==> config.mk <==
export PLATFORM = sky130hd
export DESIGN_NAME = bsg_mux2_rr_arb_width_p64
export DESIGN_NICKNAME = d
export VERILOG_FILES = /design/src/rtl/bsg_mux2_rr_arb_width_p64.sv
export SDC_FILE = /design/constraint.sdc
export NUM_CORES = 1
export LEC_CHECK = 0
export BUFFER_PORTS_ARGS = -buffer_cell sky130_fd_sc_hd__buf_4
export CORE_MARGIN = 4
export CORE_UTILIZATION = 44
export CTS_BUF_LIST = sky130_fd_sc_hd__clkbuf_4
export DETAILED_ROUTE_END_ITERATION = 12
export PLACE_DENSITY = 0.78
export SYNTH_ARGS = -nofsm -noshare
export SYNTH_HDL_FRONTEND = slang
export SYNTH_SLANG_ARGS = --single-unit
==> constraint.sdc <==
create_clock -name clk_i -period 3.2 [get_ports clk_i]
set_input_delay 0.64 -clock clk_i [delete_from_list [all_inputs] [get_ports clk_i]]
set_output_delay 0.64 -clock clk_i [all_outputs]
set_load 0.01 [all_outputs]
==> src/rtl/bsg_mux2_rr_arb_width_p64.sv <==
// Two-requester round-robin arbiter feeding a 2:1 data select and a one-entry
// output register with valid/ready toward the consumer; optional ownership lock.
module bsg_mux2_rr_arb_width_p64 #(
   parameter int width_p = 64
) (
   input  logic               clk_i,
   input  logic               reset_i,
   input  logic               v0_i,
   input  logic [width_p-1:0] data0_i,
   output logic               ready0_o,
   input  logic               v1_i,
   input  logic [width_p-1:0] data1_i,
   output logic               ready1_o,
   input  logic               lock_i,
   output logic               v_o,
   output logic [width_p-1:0] data_o,
   output logic               tag_o,
   input  logic               ready_i
);

   logic               full_q,   full_d;
   logic [width_p-1:0] data_q,   data_d;
   logic               tag_q,    tag_d;
   logic               last_q,   last_d;
   logic               locked_q, locked_d;
   logic               owner_q,  owner_d;

   logic accept;
   logic grant0, grant1;
   logic xfer;

   // Register can take a new beat when empty or being drained this cycle.
   assign accept = ~full_q | ready_i;

   always_comb begin
      grant0 = 1'b0;
      grant1 = 1'b0;
      if (locked_q) begin
         // Non-owner is shut out even while the owner is idle.
         grant0 = v0_i & ~owner_q;
         grant1 = v1_i &  owner_q;
      end else if (v0_i & v1_i) begin
         grant1 = ~last_q;
         grant0 =  last_q;
      end else begin
         grant0 = v0_i;
         grant1 = v1_i;
      end
   end

   assign xfer     = accept & (grant0 | grant1);
   assign ready0_o = accept & grant0 & ~reset_i;
   assign ready1_o = accept & grant1 & ~reset_i;

   always_comb begin
      full_d   = full_q;
      data_d   = data_q;
      tag_d    = tag_q;
      last_d   = last_q;
      locked_d = locked_q;
      owner_d  = owner_q;
      if (xfer) begin
         full_d   = 1'b1;
         data_d   = grant1 ? data1_i : data0_i;
         tag_d    = grant1;
         last_d   = grant1;
         locked_d = lock_i;
         if (lock_i) owner_d = grant1;
      end else if (ready_i) begin
         full_d = 1'b0;
      end
   end

   always_ff @(posedge clk_i or posedge reset_i) begin
      if (reset_i) begin
         full_q   <= 1'b0;
         data_q   <= '0;
         tag_q    <= 1'b0;
         last_q   <= 1'b1;
         locked_q <= 1'b0;
         owner_q  <= 1'b0;
      end else begin
         full_q   <= full_d;
         data_q   <= data_d;
         tag_q    <= tag_d;
         last_q   <= last_d;
         locked_q <= locked_d;
         owner_q  <= owner_d;
      end
   end

   assign v_o    = full_q;
   assign data_o = data_q;
   assign tag_o  = tag_q;

endmodule

* Word-level counts from Yosys, hierarchy flattened *
Index checks and enable logic that the tools add are counted.

word-level totals
  flip-flop bits (word level) = 69
  bits of input ports = 134
  output and inout port bits = 68
  logic and storage cells = 29

cells by class
  multiplexer cells = 7
  bitwise gates (word level) = 14
  reduce and logical (&&, ||, !) cells = 2

operators with widths
  operator           number
  $mux 64            1
  $and 1x1->1        8
  $mux 1             6
  $not 1->1          4
  $or 1x1->1         2
  $reduce_and 2->1   1
  $reduce_bool 2->1  1

* Longest topological paths before layout *
  word-level depth = 6
  mapped depth = 6

* Worst setup path before layout *
OpenSTA, ideal clock, no wires.

  path type = input to output
  start = input reset_i
  end = output ready1_o
  arrival = 2419 ps
  data required time = 2560 ps
  slack = 141 ps
  stages on the path = 2
  cell sequence = inv_1 and2_1

on the way
  word-level cells in the longest chain between the ends = 2

ends and longest elaborated chain
  what         line  source
  from (decl)  7     input logic reset_i,
  $not 1->1    53    assign ready1_o = accept & grant1 & ~reset_i;
  $and 1x1->1  53
  to (decl)    13    output logic ready1_o,

No other way between the ends.

* Worst setup path in the final report *
  start = register last_q
  end = output ready1_o

on the way
  word-level cells in the longest chain between the ends = 5

ends and longest elaborated chain
  what                       line  source
  from (decl)                24    logic last_q, last_d;
  from (signal assigned)     86    last_q <= last_d;
  $not 1->1                  43    grant1 = ~last_q;
  $mux 1                     42    end else if (v0_i & v1_i) begin
  $mux 1                     38    if (locked_q) begin
  $and 1x1->1 (2 in series)  53

No other way between the ends.

==> results.json <==
{
  "io-pin-count": 202,
  "tns_ns": 0,
  "yosys_register_bits": 69,
  "syn_avg_cell_area_um2": 10.5,
  "die_w_um": 93.2,
  "synth.net_count": 438,
  "r2r_slack_ns": 1.35,
  "p_leak_nw": 2.68,
  "cts.sinks": 69,
  "worstMarginPinSlew_ns": 0.852,
  "crit_slowest_cell": "dfstp_2",
  "grt_pass1_wl_um": 13500,
  "wl_per_cell_um": 14.0,
  "max_clock_freq_mhz": 428,
  "setup_violations": 0,
  "core_area_um2": 6910,
  "skew_ns": 0.00839,
  "cp-end-kind": "output pin",
  "path_depth": 5,
  "dieArea_um2": 8690,
  "clock_tree.root_cell": "clkbuf_4",
  "mostFrequentLayoutCells": "buf_4 (202), nand2_1 (69), dfrtp_1 (68), o21ai_1 (65), mux2i_1 (64)",
  "worstPathMaxFanout": 3,
  "path_clk_slew_ns": 0.10,
  "critical-path-max-stage-delay_ns": 0.55,
  "netlist_area_um2": 3190,
  "min_period_over_period": 0.730,
  "layout-drive-gt1-share": 0.440,
  "cts_hold_buf": 0,
  "drtIter0Drc": 71,
  "hpwl_um": 6600,
  "required_ns": 2.56,
  "ys_warn_count": 0,
  "grt_antenna_before_repair": 0,
  "drt-vias-per-instance": 4.65,
  "maxCapViolCount": 0,
  "ctsLongestPathBuffers": 2,
  "rsz0062_at_grt": "false",
  "drc": 0,
  "max_slew_margin": 0.432,
  "grt_pass1_vias": 2920,
  "die_y_um": 93.2,
  "post_cts_buffers": 0,
  "powerDensity_nw_per_um2": 812,
  "place.gp.congestion": 0.720,
  "insertion_delay_ns": 0.37,
  "crit_type": "flop to output pin",
  "reg2regPathDepth": 5,
  "final_common_cell": "buf_4",
  "wl_um": 8360,
  "io_buffers": 201,
  "synth_seq_area_share": 0.541,
  "num_antenna_cells": 0,
  "run_status": "finished, final reports clean",
  "r2r_end": "data_o[58]",
  "min-delay-start": "data_o[44]",
  "arrival_ns": 1.70,
  "initial_core_util": 0.463,
  "crit_path_cell_trace": "nand2_1 -> o211ai_1 -> nor2b_1 -> and2_1 -> buf_4",
  "min_to": "data_o[44]",
  "row_count": 30,
  "crit_buf_inv": 1,
  "dr.pass1.iters": 4,
  "area_growth_pct": 52.2,
  "numCtsBuffers": 9,
  "synth_cells": 304,
  "cts_max_level": 3,
  "ant_nets": 0,
  "min_path_cells": 2,
  "r2r-start": "last_q",
  "gr-total-overflow": 0,
  "vias": 2782,
  "hold_viol_final": 0,
  "cts_tree": "yes",
  "synth_cell_types": 21,
  "cp_top_family": "flip-flops",
  "num-nets-final": 633,
  "gr-usage-all-layers": 0.195,
  "max-vdd-ir-drop_v": 0.000454,
  "p_total_w": 0.00395,
  "critPathLaunchType": "flop",
  "slew_viol_final": 0,
  "hp-class": "flop to flop",
  "fin_crit_ns": 2.34,
  "grt_max_degree": 70,
  "cts_resized": 0
}
## area by class of cell
class / count / area, µm²
well taps: 96 / 120
clock inverters: 4 / 17.5
repair buffers: 205 / 1580
flip-flops and latches: 69 / 1730
inverters: 3 / 11.3
fillers: 588 / 2040
multi-input cells: 211 / 1330
clock buffers: 10 / 75.1
## worst max path at each step
stage	slack, ns	end	from
after global routing	0.78	ready1_o	last_q
after CTS	0.82	ready1_o	last_q
after detailed placement	1.02	ready1_o	v0_i
after floorplan	0.14	ready1_o	reset_i
after global placement	1.05	ready1_o	v0_i
final	0.86	ready1_o	last_q
## synthesized netlist by cell type
library cell  number  area share
nand2_1           69       0.081
dfrtp_1           68        0.53
o21ai_1           65        0.10
mux2i_1           64        0.20
buf_2             10       0.016
buf_6              5       0.018
clkbuf_1           5      0.0059
inv_1              3      0.0035
a21o_1             2      0.0047
nand2b_1           2      0.0039
a21boi_2           1      0.0035
and2_1             1      0.0020
buf_4              1      0.0024
dfstp_2            1      0.0082
nor2_1             1      0.0012
nor2b_1            1      0.0020
o211ai_1           1      0.0024
o21ai_0            1      0.0016
o221ai_2           1      0.0047
o311ai_0           1      0.0027
or2_1              1      0.0020
## metal layers
metal / wire, µm / GRT usage
met4: 111 / 0.0733
met2: 4250 / 0.335
met3: 807 / 0.0587
met1: 3190 / 0.229
met5: 0 / 0
## registers in the layout, indices dropped and copies added, names as in the netlist
signal / flops
data_o: 64
last_q: 1
locked_q: 1
owner_q: 1
tag_o: 1
v_o: 1
## metrics by stage
stage               area [µm²]  setup slack [ns]  utilization  cells  hold slack, ns
floorplan                 3190             0.141            -    304           0.499
global placement          4770              1.05        0.691    584           0.469
detailed placement        4770              1.02        0.691    584           0.476
CTS                       4860             0.823        0.704    598           0.499
global route              4860             0.785        0.704    598           0.512
finish                    4860             0.863        0.704    598           0.491
## worst min-delay path, delay by kind of cell (launching register included)
family,cells,cell delay [ns]
compound gates,1,0.06
flops,1,0.35
simple gates,1,0.05
## report_power, final
part           switching (W)  total (W)  internal [W]
combinational       0.000988    0.00201       0.00102
clock               0.000261   0.000414      0.000153
sequential          0.000227    0.00153       0.00130
total                0.00148    0.00395       0.00247
## logic make-up after synthesis
logic type / share of synthesized area
buffers and inverters: 0.0450
AND/OR/NAND/NOR: 0.0921
AO/OA/AOI/OAI: 0.121
flip-flops: 0.541
multiplexers: 0.201
No activity file was read; power rests on OpenSTA's default activity.
